### src/rtl/rmii_rx.sv
// RMII receive front end: turns 100 Mb/s RMII dibits into an SFD-aligned byte stream with frame start/end/error flags.
// Latency: a byte is presented 3 clocks after its 4th dibit is sampled; frame end follows the last byte by >= 1 clock.
// No backpressure: the PHY cannot be stalled, so the consumer must accept one byte every 4 clocks.
module rmii_rx #(
  parameter int MIN_PREAMBLE_DIBITS = 4,
  parameter int MAX_FRAME_BYTES     = 1522
) (
  input  logic       clk,
  input  logic       resetn,
  input  logic       rmii_crs_dv,
  input  logic [1:0] rmii_rxd,
  input  logic       rmii_rx_er,
  output logic [7:0] rx_byte,
  output logic       rx_byte_valid,
  output logic       rx_frame_start,
  output logic       rx_frame_end,
  output logic       rx_frame_error,
  output logic       rx_active
);

  localparam logic [4:0]  MIN_PRE   = 5'(MIN_PREAMBLE_DIBITS);
  localparam logic [10:0] MAX_BYTES = 11'(MAX_FRAME_BYTES);

  typedef enum logic [1:0] {
    IDLE     = 2'd0,
    PREAMBLE = 2'd1,
    DATA     = 2'd2
  } state_t;

  // Input pipeline: S is the first register, D the second; decisions act on D, S is lookahead.
  logic [1:0] s_rxd, d_rxd;
  logic       s_crs, d_crs;
  logic       s_er,  d_er;

  state_t      state;
  logic        armed;
  logic [4:0]  pre_cnt;
  logic [1:0]  dibit_cnt;
  logic [10:0] byte_cnt;
  logic        err;
  logic [7:0]  shift;

  // Decision-stage results, re-registered once more to form the outputs.
  logic       emit_vld;
  logic [7:0] emit_byte;
  logic       emit_start;
  logic       emit_end;
  logic       emit_err;

  // Two-stage input register on all PHY signals.
  always_ff @(posedge clk or negedge resetn) begin
    if (!resetn) begin
      s_rxd <= 2'b00;
      s_crs <= 1'b0;
      s_er  <= 1'b0;
      d_rxd <= 2'b00;
      d_crs <= 1'b0;
      d_er  <= 1'b0;
    end else begin
      s_rxd <= rmii_rxd;
      s_crs <= rmii_crs_dv;
      s_er  <= rmii_rx_er;
      d_rxd <= s_rxd;
      d_crs <= s_crs;
      d_er  <= s_er;
    end
  end

  // Receive FSM: preamble/SFD hunt, byte assembly, end-of-frame detection with CRS_DV drain tolerance.
  always_ff @(posedge clk or negedge resetn) begin
    if (!resetn) begin
      state      <= IDLE;
      armed      <= 1'b0;
      pre_cnt    <= 5'd0;
      dibit_cnt  <= 2'd0;
      byte_cnt   <= 11'd0;
      err        <= 1'b0;
      shift      <= 8'h00;
      emit_vld   <= 1'b0;
      emit_byte  <= 8'h00;
      emit_start <= 1'b0;
      emit_end   <= 1'b0;
      emit_err   <= 1'b0;
    end else begin
      emit_vld   <= 1'b0;
      emit_start <= 1'b0;
      emit_end   <= 1'b0;
      emit_err   <= 1'b0;
      case (state)
        IDLE: begin
          // Only a carrier that rises after a quiet period starts a frame,
          // so the tail of a frame cut by reset or a bad preamble is ignored.
          if (!d_crs) begin
            armed <= 1'b1;
          end else if (armed) begin
            state   <= PREAMBLE;
            pre_cnt <= 5'd0;
          end
        end
        PREAMBLE: begin
          if (!d_crs) begin
            state <= IDLE;
          end else if (d_rxd == 2'b01) begin
            if (pre_cnt != 5'd31) pre_cnt <= pre_cnt + 5'd1;
          end else if (d_rxd == 2'b00 && pre_cnt == 5'd0) begin
            state <= PREAMBLE;
          end else if (d_rxd == 2'b11 && pre_cnt >= MIN_PRE) begin
            emit_vld   <= 1'b1;
            emit_byte  <= 8'hD5;
            emit_start <= 1'b1;
            dibit_cnt  <= 2'd0;
            byte_cnt   <= 11'd0;
            err        <= 1'b0;
            state      <= DATA;
          end else begin
            state <= IDLE;
            armed <= 1'b0;
          end
        end
        DATA: begin
          if (!d_crs && !s_crs) begin
            // Two low samples in a row: the carrier is really gone.
            emit_end <= 1'b1;
            emit_err <= err | (dibit_cnt != 2'd0);
            state    <= IDLE;
            armed    <= 1'b1;
          end else begin
            // D.crs_dv low with S.crs_dv high is the drain toggle; the dibit is still data.
            shift     <= {d_rxd, shift[7:2]};
            dibit_cnt <= dibit_cnt + 2'd1;
            if (d_crs && d_er) err <= 1'b1;
            if (dibit_cnt == 2'd3) begin
              if (byte_cnt < MAX_BYTES) begin
                emit_vld  <= 1'b1;
                emit_byte <= {d_rxd, shift[7:2]};
                byte_cnt  <= byte_cnt + 11'd1;
              end else begin
                err <= 1'b1;
              end
            end
          end
        end
        default: state <= IDLE;
      endcase
    end
  end

  // Output register; rx_byte holds its last value between pulses.
  always_ff @(posedge clk or negedge resetn) begin
    if (!resetn) begin
      rx_byte        <= 8'h00;
      rx_byte_valid  <= 1'b0;
      rx_frame_start <= 1'b0;
      rx_frame_end   <= 1'b0;
      rx_frame_error <= 1'b0;
      rx_active      <= 1'b0;
    end else begin
      if (emit_vld) rx_byte <= emit_byte;
      rx_byte_valid  <= emit_vld;
      rx_frame_start <= emit_start;
      rx_frame_end   <= emit_end;
      rx_frame_error <= emit_err;
      rx_active      <= (state != IDLE);
    end
  end

endmodule
### config.mk
export PLATFORM = sky130hd
export DESIGN_NAME = rmii_rx
export DESIGN_NICKNAME = d
export VERILOG_FILES = /design/src/rtl/rmii_rx.sv
export SDC_FILE = /design/constraint.sdc
export NUM_CORES = 1
export LEC_CHECK = 0
export CORE_ASPECT_RATIO = 0.8
export CORE_MARGIN = 10
export CORE_UTILIZATION = 40
export CTS_CLUSTER_SIZE = 28
export DETAILED_ROUTE_END_ITERATION = 12
export PLACE_DENSITY_LB_ADDON = 0.1
export SLEW_MARGIN = 20
export SYNTH_ARGS = -nofsm -noshare
export SYNTH_HDL_FRONTEND = slang
export SYNTH_SLANG_ARGS = --single-unit
export TNS_END_PERCENT = 50
### constraint.sdc
create_clock -name clk -period 3 [get_ports clk]
set_input_delay 0.3 -clock clk [delete_from_list [all_inputs] [get_ports clk]]
set_output_delay 0.3 -clock clk [all_outputs]
set_load 0.03 [all_outputs]
==> impl_metrics.yaml, run 1 <==
outcome:
  outcome: "finished, final reports clean"
place:
  hpwl_um: 3575
  gp_congestion: 0.7568
  pre_cts_ws_ns: 0.7425
  numPortBuffers: 18
cts:
  clock_latency_ns: 0.34
  root_buffer: "clkbuf_8"
  clk_pin_slew_ns: 0.07
  cts_max_path_buffers: 2
  post-cts-setup-buffers: 0
  cts_buffers: 9
  htree_levels: 3
  clock_sinks: 61
  cts_tree: "done"
global_route:
  antenna_found_initial: 0
  grt_pass1_vias: 1864
  overflow: 0
  grt_use_total_pct: 11.00
  use_met1_pct: 15.08
  top_usage_layer: "met1"
  grt_pass1_wl_um: 9418
  grt_max_degree: 29
  grt_use_met2_pct: 14.50
  grtUsageMet3_pct: 4.406
critical_path:
  r2r-start: "dibit_cnt[0]"
  cp_slowest_cell: "or4_4"
  r2r_end: "byte_cnt[9]"
  arrival_ns: 2.51
  crit_path_start_kind: "register"
  max_stage_delay_ns: 0.56
  cp_data_required_time_ns: 3.25
  cp_top_family: "simple AND/OR/NAND/NOR gates"
  crit_type: "register to register"
  reg2reg_depth: 6
  crit_path_max_fanout: 6
  cp_num_buf_inv: 0
  reg2reg_setup_slack_ns: 0.74
  end_kind: "register"
  crit_chain: "ha_1 -> a21boi_2 -> nand2_1 -> or4_4 -> or4_1 -> o211ai_1"
synth:
  async_flop_share_pct: 100.0
  synth.avg_cell_area_um2: 11.28
  synth.area.top_cells: "dfrtp_1 (56%), mux2_2 (6.2%), nand2_1 (4.6%), ha_1 (4.1%), o21ai_0 (2.2%)"
  synthCells: 241
  synth_top_area_share_pct: 56.14
  syn-cell-area_um2: 2719
  synth_nets: 256
  synth.distinct_cells: 52
  synth-seq-cells: 61
  synth_warnings: 0
  synth_edf_count: 0
  ys.flop_type: "dfrtp_1"
  yosysMostFrequentCell: "dfrtp_1"
  ys_seq_area_share_pct: 56.14
  synth_common_cells: "dfrtp_1 (61), nand2_1 (33), mux2_2 (15)"
  yosys.area.top_type: "dfrtp_1"
finish:
  drive_gt1_share_pct: 16.91
  area_delta_synth_final_pct: 17.49
  antennaDiodeCount: 0
  nets: 283
sta:
  hold_viol: 0
  rsz0062_at_grt: "false"
  drv_slew: 0
  fin_skew_ns: 0.008218
  fin_crit_sh_pct: 75.39
  setup_viol: 0
  tightest_slew_ns: 0.7350
  slew_headroom_pct: 50.67
  fin_hold_ws_ns: 0.3467
  min_period_ns: 2.262
  finalSetupTns_ns: 0
  fin_ws_ns: 0.7383
  fmax_mhz: 442.2
routing:
  drtIter0Drc: 90
  via_per_inst: 5.205
  vias: 1853
  drc: 0
  wl_per_cell_um: 14.60
  ant_nets: 0
  routed_wl_um: 5198
  dr.pass1.iters: 4
min_path:
  hold_path_class: "input port to asynchronous set/reset pin"
power:
  swShare_pct: 29.84
  power_switching_mw: 0.6280
  p_comb_share_pct: 20.8
  share_clk_of_total_power_pct: 34.9
  power_frac_seq_pct: 44.3
  cellLeakagePower_nw: 1.397
  p_per_area_nw_per_um2: 658.9
  max-vdd-ir-drop_uv: 298.9
  internal-power_mw: 1.477
floorplan:
  core_um2: 6506
  die_h_um: 93.74
  design.die.area_um2: 10520
  fp.dieW_um: 112.2
  fp-row-count: 26
  initial_core_util_pct: 41.79
  io_pins: 19
job:
  drv_cap: 0
## registers in the layout (all words and copies together), names as in the netlist, 2 cells and up
register	flops
byte_cnt	11
d_rxd	2
dibit_cnt	2
emit_byte	8
pre_cnt	5
rx_byte	8
s_rxd	2
shift	6
state	2
## cell families (layout without fill, tap and decap cells)
group / after synthesis / count (layout) / share of synthesized area (%)
fa+ha+maj: 9 / 9 / 4.142
xor+xnor: 1 / 1 / 0.3222
mux: 17 / 17 / 6.949
buf+inv: 20 / 51 / 3.543
simple gates: 84 / 84 / 15.88
flops: 61 / 61 / 56.14
compound gates: 49 / 49 / 13.02
## per-layer routing
metal / wire length, µm / up-vias
met3: 257 / 7
met1: 2794 / 900
met5: 0 / -
met4: 56 / 0
li1: - / 918
met2: 2090 / 28
## worst register-to-register path, cell delays in order (launching register included)
cell      delay, ns
dfrtp_1        0.37
ha_1           0.21
a21boi_2       0.24
nand2_1        0.11
or4_4          0.56
or4_1          0.52
o211ai_1       0.16
## through the flow
step	util, %	std cells	instance area [µm²]	total power, mW
floorplan	-	241	2719	1.256
global placement	45.88	340	2985	1.388
detailed placement	45.88	340	2985	1.388
CTS	49.10	356	3194	2.134
global route	49.10	356	3194	2.232
finish	49.10	356	3194	2.105
## worst max-delay path by stage
stage / start / to / depth (start not counted)
final: dibit_cnt[0] / byte_cnt[9] / 6
after floorplan: dibit_cnt[0] / byte_cnt[9] / 6
after global placement: dibit_cnt[0] / byte_cnt[9] / 6
after global routing: state[1] / byte_cnt[5] / 7
after CTS: state[0] / byte_cnt[5] / 7
after detailed placement: state[0] / byte_cnt[5] / 7
## timing repair
item / 4_1_cts / 5_1_grt
hold endpoints to repair: 9 / 0
gates resized for setup: 0 / 0
hold buffers: 1 / 0
## cells in the final DEF, fill, tap and decap left out, types with 2 or more instances in the layout
cell type	instances
nand4_1	3
buf_4	5
mux2i_1	2
a21boi_0	2
ha_1	9
a21oi_1	4
o41ai_1	2
clkdlybuf4s50_1	17
nor2_1	10
mux2_2	15
clkbuf_8	11
inv_1	12
o21ai_0	12
nor3_1	5
a211oi_1	2
dfrtp_1	61
nand2b_1	2
nand2_1	33
nor2b_1	2
o211ai_1	5
or4_1	3
nand3_1	9
a22o_1	4
nor3b_1	2
and2_1	2
o22a_1	5
clkinv_2	2
o31ai_1	2
or3_1	2
## area by class of cell
cell class	instances	area (µm²)
sequential	61	1526
inverter	12	45.04
clock buffer	11	151.4
fill	600	3312
tap	84	105.1
clock inverter	4	47.55
timing repair buffer	24	222.7
multi-input combinational	160	1096
## power groups by stage
stage | Sequential, mW | Clock (mW) | Combinational [mW]
after floorplan | 0.977 | 0 | 0.279
after global placement | 0.948 | 0 | 0.440
after detailed placement | 0.947 | 0 | 0.441
after CTS | 0.932 | 0.758 | 0.443
after global routing | 0.942 | 0.794 | 0.496
final | 0.932 | 0.735 | 0.437
Note: power is estimated with default switching activity, not from simulation.
==> run 2, diff against run 1 <==
clock period = 2.4 ns   (was 3 ns; I/O delays follow)
==> impl_metrics.yaml, run 2 (same netlist as run 1, synthesis figures left out) <==
power:
  swShare_pct: 31.84
  internal-power_mw: 1.724
  cellLeakagePower_nw: 1.385
  power_frac_seq_pct: 46.2
  p_per_area_nw_per_um2: 795.0
  power_switching_mw: 0.8055
  share_clk_of_total_power_pct: 31.3
  p_comb_share_pct: 22.5
  max-vdd-ir-drop_uv: 326.0
floorplan:
  design.die.area_um2: 10520
  io_pins: 19
  die_h_um: 93.74
  fp.dieW_um: 112.2
  core_um2: 6506
  initial_core_util_pct: 41.79
  fp-row-count: 26
sta:
  fin_skew_ns: 0.009747
  finalSetupTns_ns: 0
  slew_headroom_pct: 59.32
  fin_crit_sh_pct: 92.96
  rsz0062_at_grt: "false"
  setup_viol: 0
  tightest_slew_ns: 0.6075
  drv_slew: 0
  fmax_mhz: 448.2
  hold_viol: 0
  min_period_ns: 2.231
finish:
  most-common-layout-cells: "dfrtp_1 (61), nand2_1 (33), clkdlybuf4s50_1 (17)"
  final.fill_count: 611
  drive_gt1_share_pct: 16.85
  fin_area_um2: 3182
  area_delta_synth_final_pct: 17.03
  instances_no_fill: 357
  layout_commonest_cell: "dfrtp_1"
  reg_top3: "byte_cnt x11, emit_byte x8, rx_byte x8"
  antennaDiodeCount: 0
  largest_register_ffs: 11
  top_register: "byte_cnt"
  nets: 284
critical_path:
  crit_chain: "ha_1 -> a21boi_2 -> nand2_1 -> or4_4 -> or4_1 -> o211ai_1"
  crit_type: "register to register"
  end_kind: "register"
  crit_path_start_kind: "register"
  cp_slowest_cell: "or4_4"
  r2r-start: "dibit_cnt[0]"
  arrival_ns: 2.49
  cp_data_required_time_ns: 2.66
  reg2reg_setup_slack_ns: 0.17
  reg2reg_depth: 6
  r2r_end: "byte_cnt[9]"
  cp_num_buf_inv: 0
  crit_path_max_fanout: 6
  max_stage_delay_ns: 0.55
  cp_top_family: "simple AND/OR/NAND/NOR gates"
routing:
  dr.pass1.iters: 4
  routed_wl_um: 5335
  drc: 0
  wl_per_cell_um: 14.94
  ant_nets: 0
  via_per_inst: 5.162
  drtIter0Drc: 191
  vias: 1843
cts:
  clk_pin_slew_ns: 0.07
  cts_tree: "done"
  cts_buffers: 9
  root_buffer: "clkbuf_8"
  clock_latency_ns: 0.34
  htree_levels: 3
  cts_max_path_buffers: 2
  post-cts-setup-buffers: 0
  clock_sinks: 61
place:
  place_inst: 341
  hpwl_um: 3668
  placed_area_um2: 3005
  gp_congestion: 0.8154
  numPortBuffers: 18
min_path:
  holdPathEnd: "s_rxd[0]"
  min_from: "rmii_rxd[0]"
  min_path_cells: 1
  hold_path_class: "input port to register"
outcome:
  outcome: "finished, final reports clean"
global_route:
  antenna_found_initial: 0
  grt_pass1_vias: 1852
  grt_max_degree: 37
  grt_use_total_pct: 11.15
  grt_pass1_wl_um: 9528
  overflow: 0
job:
  drv_cap: 0
-- run 2: cell count changes in the layout (fill, tap and decap cells not counted), sizes merged --
cell,change
buf,+1
bufinv,-1
clkinvlp,+1
-- run 2: worst register-to-register path: stages, from the launching register on --
cell and delay [ns]:
dfrtp_1 0.37, ha_1 0.22, a21boi_2 0.24, nand2_1 0.09, or4_4 0.55, or4_1 0.52, o211ai_1 0.16
-- run 2: how the worst max path moves through the flow --
stage | slack [ns] | depth (start not counted) | endpoint | start
2_1_floorplan | 0.34 | 6 | byte_cnt[9] | dibit_cnt[0]
4_1_cts | 0.16 | 6 | byte_cnt[9] | dibit_cnt[1]
5_1_grt | 0.06 | 6 | byte_cnt[9] | dibit_cnt[1]
3_3_place_gp | 0.24 | 6 | byte_cnt[9] | dibit_cnt[0]
3_5_place_dp | 0.18 | 6 | byte_cnt[9] | dibit_cnt[1]
6_report | 0.17 | 6 | byte_cnt[9] | dibit_cnt[0]
-- run 2: cell type report --
| type | instances | area, µm² | share of cell area, % |
|---|---|---|---|
| repair buffers | 25 | 242.7 | 7.629 |
| clock buffers | 11 | 141.4 | 4.444 |
| well taps | 84 | 105.1 | 3.303 |
| multi-input cells | 160 | 1096 | 34.45 |
| clock inverters | 4 | 25.02 | 0.7865 |
| flip-flops and latches | 61 | 1526 | 47.97 |
| inverters | 12 | 45.04 | 1.416 |
-- run 2: through the flow --
step                setup WS [ns]  hold slack, ns  util, %  total power [mW]
CTS                        0.1641          0.3257    48.90             2.557
global placement           0.2425          0.2826    46.19             1.749
detailed placement         0.1848          0.2982    46.19             1.757
finish                     0.1689          0.3321    48.90             2.530
floorplan                  0.3419        -0.05559        -             1.571
global route              0.06254          0.3148    48.90             2.687
-- run 2: metal layers --
layer | share of wire, % | global-route usage [%] | vias up | routed length (µm)
met3 | 6.8 | 5.364 | 5 | 361
met4 | 1.1 | 3.481 | 0 | 58
met1 | 53 | 15.46 | 879 | 2805
met2 | 40 | 14.69 | 35 | 2110
met5 | 0 | 0 | - | 0
li1 | - | - | 924 | -
-- run 2: power groups by stage --
stage,logic (mW),registers (mW),clock network [mW]
floorplan,0.349,1.22,0
global placement,0.563,1.19,0
detailed placement,0.571,1.19,0
CTS,0.575,1.17,0.815
global route,0.641,1.18,0.871
finish,0.570,1.17,0.792
-- run 2: timing repair --
action                     in CTS  in global routing
hold buffers                    1                  0
hold endpoints to repair       25                  0
resized for setup               0                  0
setup endpoints to repair       0                  0
